File: src/rtl/rr_index_arbiter_pkg.sv
// rr_index_arbiter_pkg: shared widths and FSM encoding for the round-robin index arbiter
package rr_index_arbiter_pkg;
  localparam int N_CH = 32;
  localparam int IDX_W = 5;
  localparam int CNT_W = 8;
  typedef enum logic {IDLE = 1'b0, GRANT = 1'b1} state_e;
endpackage

File: src/rtl/rr_index_arbiter_if.sv
// rr_index_arbiter_if: request/grant bundle between requesters and the arbiter
interface rr_index_arbiter_if;
  import rr_index_arbiter_pkg::*;
  logic [N_CH-1:0] req;
  logic rel;
  logic [IDX_W-1:0] gnt_idx;
  logic gnt_en;
  logic timeout;
  modport master (output req, rel, input gnt_idx, gnt_en, timeout);
  modport slave (input req, rel, output gnt_idx, gnt_en, timeout);
endinterface

File: src/rtl/rr_index_arbiter_find_first.sv
// rr_find_first: first set bit of req searched circularly upward from ptr
module rr_find_first
  import rr_index_arbiter_pkg::*;
(
  input  logic [N_CH-1:0]  req,
  input  logic [IDX_W-1:0] ptr,
  output logic [IDX_W-1:0] idx,
  output logic             found
);
  always_comb begin
    idx = '0;
    found = 1'b0;
    for (int i = N_CH - 1; i >= 0; i--) begin
      if (req[ptr + IDX_W'(i)]) begin
        idx = ptr + IDX_W'(i);
        found = 1'b1;
      end
    end
  end
endmodule

File: src/rtl/rr_index_arbiter.sv
// rr_index_arbiter: round-robin arbiter producing a registered grant index with hold timeout
module rr_index_arbiter
  import rr_index_arbiter_pkg::*;
#(
  parameter int MAX_HOLD = 255
) (
  input logic clk,
  input logic rst_n,
  rr_index_arbiter_if.slave b
);
  state_e state, state_nx;
  logic [IDX_W-1:0] ptr, ptr_nx, idx_nx, win;
  logic [CNT_W-1:0] cnt, cnt_nx;
  logic found, en_nx, to_nx, lim, drop, fin;

  rr_find_first u_find (.req(b.req), .ptr(ptr), .idx(win), .found(found));

  // cnt counts cycles already held before this one, so the limit hits on the MAX_HOLD-th cycle
  assign lim = (MAX_HOLD != 0) && (int'(cnt) >= MAX_HOLD - 1);
  assign drop = !b.req[b.gnt_idx];
  assign fin = b.rel || drop || lim;

  always_comb begin
    state_nx = state;
    ptr_nx = ptr;
    cnt_nx = cnt;
    idx_nx = b.gnt_idx;
    en_nx = b.gnt_en;
    to_nx = 1'b0;
    if (state == IDLE) begin
      if (found) begin
        state_nx = GRANT;
        idx_nx = win;
        en_nx = 1'b1;
        cnt_nx = '0;
      end
    end else if (fin) begin
      state_nx = IDLE;
      en_nx = 1'b0;
      ptr_nx = b.gnt_idx + IDX_W'(1);
      to_nx = lim && !b.rel && !drop;
    end else begin
      cnt_nx = (cnt == '1) ? cnt : cnt + CNT_W'(1);
    end
  end

  always_ff @(posedge clk) begin
    if (!rst_n) begin
      state <= IDLE;
      ptr <= '0;
      cnt <= '0;
      b.gnt_idx <= '0;
      b.gnt_en <= 1'b0;
      b.timeout <= 1'b0;
    end else begin
      state <= state_nx;
      ptr <= ptr_nx;
      cnt <= cnt_nx;
      b.gnt_idx <= idx_nx;
      b.gnt_en <= en_nx;
      b.timeout <= to_nx;
    end
  end
endmodule
File: src/flat_wrapper.sv
// flat-port wrapper written by rule: the top's interface ports become plain ports
module rr_index_arbiter_flat import rr_index_arbiter_pkg::*;
#(
  parameter int MAX_HOLD = 255
)
  (clk, rst_n, b_req, b_rel, b_gnt_idx, b_gnt_en, b_timeout);
  rr_index_arbiter_if b_i ();
  input logic clk;
  input logic rst_n;
  input wire logic [$bits(b_i.req)-1:0] b_req;
  input wire logic [$bits(b_i.rel)-1:0] b_rel;
  output wire logic [$bits(b_i.gnt_idx)-1:0] b_gnt_idx;
  output wire logic [$bits(b_i.gnt_en)-1:0] b_gnt_en;
  output wire logic [$bits(b_i.timeout)-1:0] b_timeout;
  assign b_i.req = b_req;
  assign b_i.rel = b_rel;
  assign b_gnt_idx = b_i.gnt_idx;
  assign b_gnt_en = b_i.gnt_en;
  assign b_timeout = b_i.timeout;
  rr_index_arbiter #(.MAX_HOLD(MAX_HOLD)) u_core (.clk(clk), .rst_n(rst_n), .b(b_i));
endmodule
File: config.mk
export PLATFORM = sky130hd
export DESIGN_NAME = rr_index_arbiter_flat
export DESIGN_NICKNAME = d
export VERILOG_FILES = /design/src/rtl/rr_index_arbiter_pkg.sv /design/src/rtl/rr_index_arbiter_if.sv /design/src/rtl/rr_index_arbiter_find_first.sv /design/src/rtl/rr_index_arbiter.sv /design/src/flat_wrapper.sv
export SDC_FILE = /design/constraint.sdc
export NUM_CORES = 1
export LEC_CHECK = 0
export ABC_AREA = 1
export BUFFER_PORTS_ARGS = -buffer_cell sky130_fd_sc_hd__buf_2
export CAP_MARGIN = 15
export CORE_MARGIN = 2
export CORE_UTILIZATION = 45
export CTS_CLUSTER_SIZE = 20
export DETAILED_ROUTE_END_ITERATION = 16
export PLACE_DENSITY_LB_ADDON = 0.08
export REMOVE_ABC_BUFFERS = 1
export SLEW_MARGIN = 20
export SYNTH_ARGS = -nofsm -noshare
export SYNTH_HDL_FRONTEND = slang
export SYNTH_HIERARCHICAL = 1
export SYNTH_SLANG_ARGS = --single-unit
File: constraint.sdc
create_clock -name clk -period 13.3 [get_ports clk]
set_input_delay 0 -clock clk [delete_from_list [all_inputs] [get_ports clk]]
set_output_delay 0 -clock clk [all_outputs]
set_load 0.01 [all_outputs]
==> impl_results.md, run 1 <==
* Detailed Route Iter0 Violations at around 900
* Inst Count DP at 1274
* Row cnt at 40
* Hold Violations, Final at 0
* Post-route clock period utilization at 43.67%
* Setup-failing EPs final at 0
* H-tree levels at 1
* # clock sinks at 21
* Most used cell, CP: nand2_1
* Fraction of registers with async set/reset at 0%
* Cell Area, Placed at 5844 um2
* CTS tree: done
* Largest net degree at the start of global routing at a little under 60
* Syn_area_per_cell at 5.130 um2
* Synth area leaders: nand2_1 24%, nand3_1 17%, a21oi_1 9.1%
* RSZ-0062 raised after global routing: false
* YS warnings at 6
* DR vias/cell at 5.790
* Yosys top cell area share at 23.64%
* Busiest grt layer: met2
* Critical path type: register to register
* Fin cells at ~1300
* # Max-Cap Violations at 0
* Critical path's top delay family: simple AND/OR/NAND/NOR gates
* Number of remaining DRC errors at 0
* Area delta synth->final at 5.082%
* Worst Tran Pin Value at 1.037 ns
* Die width at 115.9 um
* Crit path buffers/inverters at 4
* Top fanout value on the critical path at 57
* ANT cells at 0
* Minimum clock period at between 5 and 6 ns
* Initial antenna violation count at 0
* Post-CTS Setup Bufs at 0
* Clock Skew at around 0.0043 ns
* Cell count after synthesis at ~1100
* Post-route cell area at 5924 um2
* Nets at 1162
* EDFF count, synth at 0
* I/O pin cnt at 42
* GRT Util Overall at 33.33%
* Final core occ at 48.92%
* Area leader, netlist: nand2_1
* Die area at 13440 um2
* Worst hold path class: input pin to register
* Setup TNS Final at 0 ns
* GR Overflow Total at 0
* IO Port Bufs at 41
* Area of the mapped netlist at 5638 um2
* Slew Limit Fails at 0
* Clk pin slew, worst setup/hold paths at 0.06 ns
* Met1 usage at a little under half
* Gp weighted congestion at roughly 1.0
* Worst path max stage delay at 0.74 ns
* Fraction of layout cells with a size suffix above 1 at between 10% and 20%
* CTS buffer count at 3
* Root Driver: clkbuf_16
* CTS Hold Bufs at 0
* Vias in the first global route at 6391
* Register area share after synthesis at ~7.5%
* Drt total wl at 22.48 mm
* Slew HR at 30.74%
* Worst setup EP type: register
* M2 GR Usage at a little over half
* Via count at 7400
* Crit start category: register
* CTS max path bufs at 2
* CORE AREA at 12110 um2
* Synthesis-stage register bit count at 21
* First-pass GRT wire length at 34.73 mm
* Number of library cell types mapped by synthesis at 46
* Skew-Pair Late Insertion Delay at approximately 0.25 ns
* Hpwl dp at ~17 mm
* CTS resizes at 0
* Critical Path RT at 13.48 ns
* Slowest CP cell: inv_2
* Initial Util at roughly 47%
* Chip height at 115.9 um
* GRT met3 Usage at 3.295%
* Avg WL per Cell at 17.59 um
* Router iterations before antenna repair at 8
* Outcome: finished, final reports clean
* Main synth FF type: dfxtp_1
* FMAX at 172.2 MHz
* Antenna Nets Post-Route at 0
* CP arrival at approximately 6.0 ns
[area by class of cell]
class / instances / area [um2]
multi-input cells: 910 / 4481
fillers: 1405 / 6187
inverters: 128 / 483.0
flip-flops and latches: 21 / 420.4
clock buffers: 3 / 75.07
well taps: 168 / 210.2
repair buffers: 47 / 250.2
clock inverters: 1 / 5.005
[sequential cells by signal (all words and copies together) (netlist names)]
name,flops
u_core/b.gnt_en,1
u_core/b.gnt_idx,5
u_core/b.timeout,1
u_core/cnt,8
u_core/ptr,5
u_core/state,1
[metal layers]
| layer | share of wire, % | up-vias |
|---|---|---|
| li1 | - | 3658 |
| met2 | 43 | 422 |
| met1 | 42 | 3258 |
| met4 | 5.5 | 0 |
| met3 | 9.3 | 62 |
| met5 | 0 | - |
[worst paths after layout]
path	endpoint	slack, ns	cells after the start	from
worst max register to register	u_core/b.gnt_idx[3]$_SDFFE_PN0P_	7.49	44	u_core/ptr[0]$_SDFFE_PN0P_
worst min-delay path	u_core/b.timeout$_SDFF_PN0_	0.08	4	b_rel
worst min register to register	u_core/b.gnt_en$_SDFFE_PN0P_	0.51	2	u_core/b.gnt_en$_SDFFE_PN0P_
worst max-delay path	u_core/b.gnt_idx[3]$_SDFFE_PN0P_	7.49	44	u_core/ptr[0]$_SDFFE_PN0P_
[synthesized netlist by cell type, types with 2 or more instances]
| master | n |
|---|---|
| a21oi_1 | 102 |
| a31oi_1 | 11 |
| buf_2 | 14 |
| buf_4 | 7 |
| buf_6 | 8 |
| clkbuf_1 | 10 |
| clkinv_1 | 2 |
| dfxtp_1 | 21 |
| ha_1 | 16 |
| inv_1 | 108 |
| inv_2 | 17 |
| nand2_1 | 355 |
| nand2_2 | 13 |
| nand2_4 | 3 |
| nand3_1 | 194 |
| nand3_2 | 7 |
| nand3b_1 | 2 |
| nand4_1 | 11 |
| nor2_1 | 64 |
| nor2_4 | 2 |
| nor3_1 | 7 |
| nor4_1 | 6 |
| o211ai_1 | 6 |
| o21a_1 | 6 |
| o21ai_0 | 33 |
| o21ai_1 | 29 |
| o22ai_1 | 4 |
| or2_2 | 11 |
| xnor2_1 | 2 |
| xor2_1 | 12 |
[per-stage QoR]
step	hold slack, ns	worst slack (ns)
after CTS	0.07607	7.715
after global routing	0.09313	7.062
after detailed placement	0.3421	7.743
after floorplan	0.1204	8.003
after global placement	0.3509	7.674
final	0.07756	7.492
[cells by family after synthesis]
family | share of synthesized area, %
AO/OA/AOI/OAI | 18.97
XOR/XNOR | 3.729
adder cells (fa/ha/maj) | 3.551
buffers and inverters | 13.07
flip-flops | 7.457
AND/OR/NAND/NOR | 53.22
[worst min-delay path, stage by stage]
cell and delay, ns:
buf_2 0.07, inv_1 0.04, nand3_2 0.11, nor3_1 0.06
[cells in the final DEF, fill, tap and decap left out, drive strengths merged]
cell type and n:
a21oi 103, xor2 14, clkinv 3, clkbuf 3, ha 16, o211ai 6
o21bai 1, o21a 7, inv 126, dfxtp 21, a31oi 11, buf 47
nor2 67, o21ai 63, nand4 11, o2111ai 1, nor3 7, a21boi 1
or2 11, o22ai 4, a22oi 1, nand2 371, xnor2 4, nor4 6
nand3b 2, o31ai 1, nand3 202
Power of run 1 is left out: the tool's default activity adds up to more than one toggle a clock period on the data nets, which glitch-free logic cannot reach.
==> run 2, diff against run 1 <==
==> constraint.sdc (replaced) <==
create_clock -name clk -period 4.9 [get_ports clk]
set_input_delay 0 -clock clk [delete_from_list [all_inputs] [get_ports clk]]
set_output_delay 0 -clock clk [all_outputs]
set_load 0.01 [all_outputs]
==> run 2 against run 1 <==
Sequential cell count stayed put. Hold slack better by 0.0084 ns. Fmax grew 31%. Critical path type unchanged. Final cell count is 1.4% higher. Clock skew shrank 0.0033 ns. Die area did not move. Global-route usage decreased by 0.61 points. Core utilization up 2.0 points. Worst setup slack got worse by 7.0 ns. Final area rose by 4.0%. Register-to-register slack got worse by 7.0 ns. Wire length is 1.0% lower.
==> impl_results.md, run 2 (same netlist as run 1, synthesis figures left out) <==
* Row cnt at 40 (unchanged)
* Hold Violations, Final at 0 (unchanged)
* Worst path max stage delay at 0.43 ns (-0.31 ns)
* H-tree levels at 1 (unchanged)
* ANT cells at 0 (unchanged)
* Router iterations before antenna repair at 6 (-2)
* Detailed Route Iter0 Violations at 851 (-5.7%)
* Critical path type: register to register
* DR vias/cell at 5.715 (-1.3%)
* Post-route cell area at 6161 um2 (+4.0%)
* IO Port Bufs at 41 (unchanged)
* Number of remaining DRC errors at 0 (unchanged)
* Largest register FFs at 8 (unchanged)
* Die area at 13440 um2 (unchanged)
* I/O pin cnt at 42 (unchanged)
* CTS tree: done
* Slowest CP cell: ha_1
* RSZ-0062 raised after global routing: false
* Hold Crit Start: b_rel
* Worst hold path class: input pin to register
* FILL cells at 1418 (+0.93%)
* GRT Util Overall at 32.71% (-0.61 points)
* Via count at 7407 (+0.095%)
* CTS max path bufs at 2 (unchanged)
* Chip height at 115.9 um (unchanged)
* Clock Skew at 0.001025 ns (-0.003280 ns)
* Minimum clock period at 4.418 ns (-1.391 ns)
* Outcome: finished, final reports clean
* Fin cells at 1296 (+1.4%)
* Post-route clock period utilization at 90.16% (+46 points)
* Slew HR at 49.90% (+19 points)
* Final worst slack at 0.4823 ns (-7.009 ns)
* CP arrival at 4.60 ns (-1.39 ns)
* Gp weighted congestion at 1.041 (+2.2%)
* Critical R2R Launch: u_core/ptr[3]$_SDFFE_PN0P_
* Fraction of layout cells with a size suffix above 1 at 12.77% (+2.5 points)
* Most frequent cells in the layout: 354 x nand2_1, 193 x nand3_1, 105 x inv_1
* Most common cell after layout, fill and taps aside: nand2_1
* Initial Util at 46.55% (unchanged)
* CORE AREA at 12110 um2 (unchanged)
* Biggest regs: u_core/cnt (8), u_core/b.gnt_idx (5), u_core/ptr (5)
* FMAX at 226.4 MHz (+31%)
* # clock sinks at 21 (unchanged)
* Worst Tran Pin Value at 0.7505 ns (-0.2870 ns)
* Critical Path RT at 5.08 ns (-8.40 ns)
* Worst Hold Path EP: u_core/b.timeout$_SDFF_PN0_
* R2R Setup Slk at 0.48 ns (-7.01 ns)
* Initial antenna violation count at 0 (unchanged)
* Drt total wl at 22.25 mm (-1.0%)
* Slew Limit Fails at 0 (unchanged)
* CTS Hold Bufs at 0 (unchanged)
* Antenna Nets Post-Route at 0 (unchanged)
* Largest net degree at the start of global routing at 33 (-43%)
* Inst Count DP at 1291 (+1.3%)
* Clk pin slew, worst setup/hold paths at 0.06 ns (about the same)
* GR Overflow Total at 0 (unchanged)
* Hpwl dp at 17.47 mm (+1.1%)
* Nets at 1180 (+1.5%)
* Most used cell, CP: nand2_1
* Cell Area, Placed at 5984 um2 (+2.4%)
* CTS buffer count at 3 (unchanged)
* R2R depth at 45 (+2.3%)
* Place WS at 0.3198 ns (-7.424 ns)
* Most flops, register: u_core/cnt
* Vias in the first global route at 6397 (+0.094%)
* Die width at 115.9 um (unchanged)
* Skew-Pair Late Insertion Delay at 0.25 ns (about the same)
* Worst setup EP type: register
* Area delta synth->final at 9.277%
* Worst hold path cell count at 4 (unchanged)
* Crit start category: register
* Avg WL per Cell at 17.17 um (-2.4%)
* Top fanout value on the critical path at 18 (-68%)
* Reg2reg end: u_core/b.gnt_idx[3]$_SDFFE_PN0P_
* Setup-failing EPs final at 0 (unchanged)
* Root Driver: clkbuf_16
* # Max-Cap Violations at 0 (unchanged)
* First-pass GRT wire length at 34.44 mm (-0.86%)
==> run 2: cell count changes in the layout (fill, tap and decap cells not counted), sizes merged <==
cell / change
clkinv: -1
clkbuf: +1
clkinvlp: +2
buf: +18
inv: -2
==> run 2: cell type report <==
type	count	area, um2	share of cell area (%)
Multi-Input combinational cell	910	4527	73.48
Inverter	128	498.0	8.083
Sequential cell	21	424.2	6.885
Timing Repair Buffer	65	422.9	6.864
Tap cell	168	210.2	3.412
Clock buffer	4	78.83	1.279
==> run 2: how the worst max path moves through the flow <==
| stage | startpoint | endpoint | slack, ns | cells after the start |
|---|---|---|---|---|
| after floorplan | u_core/ptr[0]$_SDFFE_PN0P_ | u_core/b.gnt_idx[1]$_SDFFE_PN0P_ | -0.40 | 39 |
| after global placement | u_core/ptr[0]$_SDFFE_PN0P_ | u_core/b.gnt_idx[3]$_SDFFE_PN0P_ | 0.37 | 48 |
| after detailed placement | u_core/ptr[0]$_SDFFE_PN0P_ | u_core/b.gnt_idx[3]$_SDFFE_PN0P_ | 0.32 | 48 |
| after CTS | u_core/ptr[0]$_SDFFE_PN0P_ | u_core/b.gnt_idx[3]$_SDFFE_PN0P_ | 0.28 | 48 |
| after global routing | u_core/ptr[1]$_SDFFE_PN0P_ | u_core/b.gnt_idx[3]$_SDFFE_PN0P_ | 0.005 | 50 |
| final | u_core/ptr[3]$_SDFFE_PN0P_ | u_core/b.gnt_idx[3]$_SDFFE_PN0P_ | 0.48 | 45 |
==> run 2: layer usage <==
metal  track usage [%]  share of wire, %  vias to the layer above
li1                  -                 -                     3692
met1             47.53                44                     3275
met2             50.37                43                      399
met3             4.393                10                       41
met4             9.444               2.9                        0
met5                 0                 0                        -
==> run 2: repair_timing <==
item / 4_1_cts / 5_1_grt
buffers inserted: 0 / 1
endpoints found under the setup margin: 0 / 4
hold endpoints to repair: 0 / 0
gates resized for setup: 0 / 20
==> run 2: worst max-delay path, delay by kind of cell (launching register included) <==
family                   cells  cell delay, ns
AO/OA/AOI/OAI                4            0.54
adder cells (fa/ha/maj)      1            0.43
buffers and inverters        2            0.55
flip-flops                   1            0.32
AND/OR/NAND/NOR             38            2.51
==> run 2: per-stage QoR <==
step	utilization (%)	TNS (ns)	hold slack, ns
floorplan	-	-1.587	0.1204
global placement	49.41	0	0.3495
detailed placement	49.41	0	0.3430
CTS	50.06	0	0.08171
global route	50.87	0	0.09616
finish	50.87	0	0.08596
Power of run 2 is left out for the same reason.
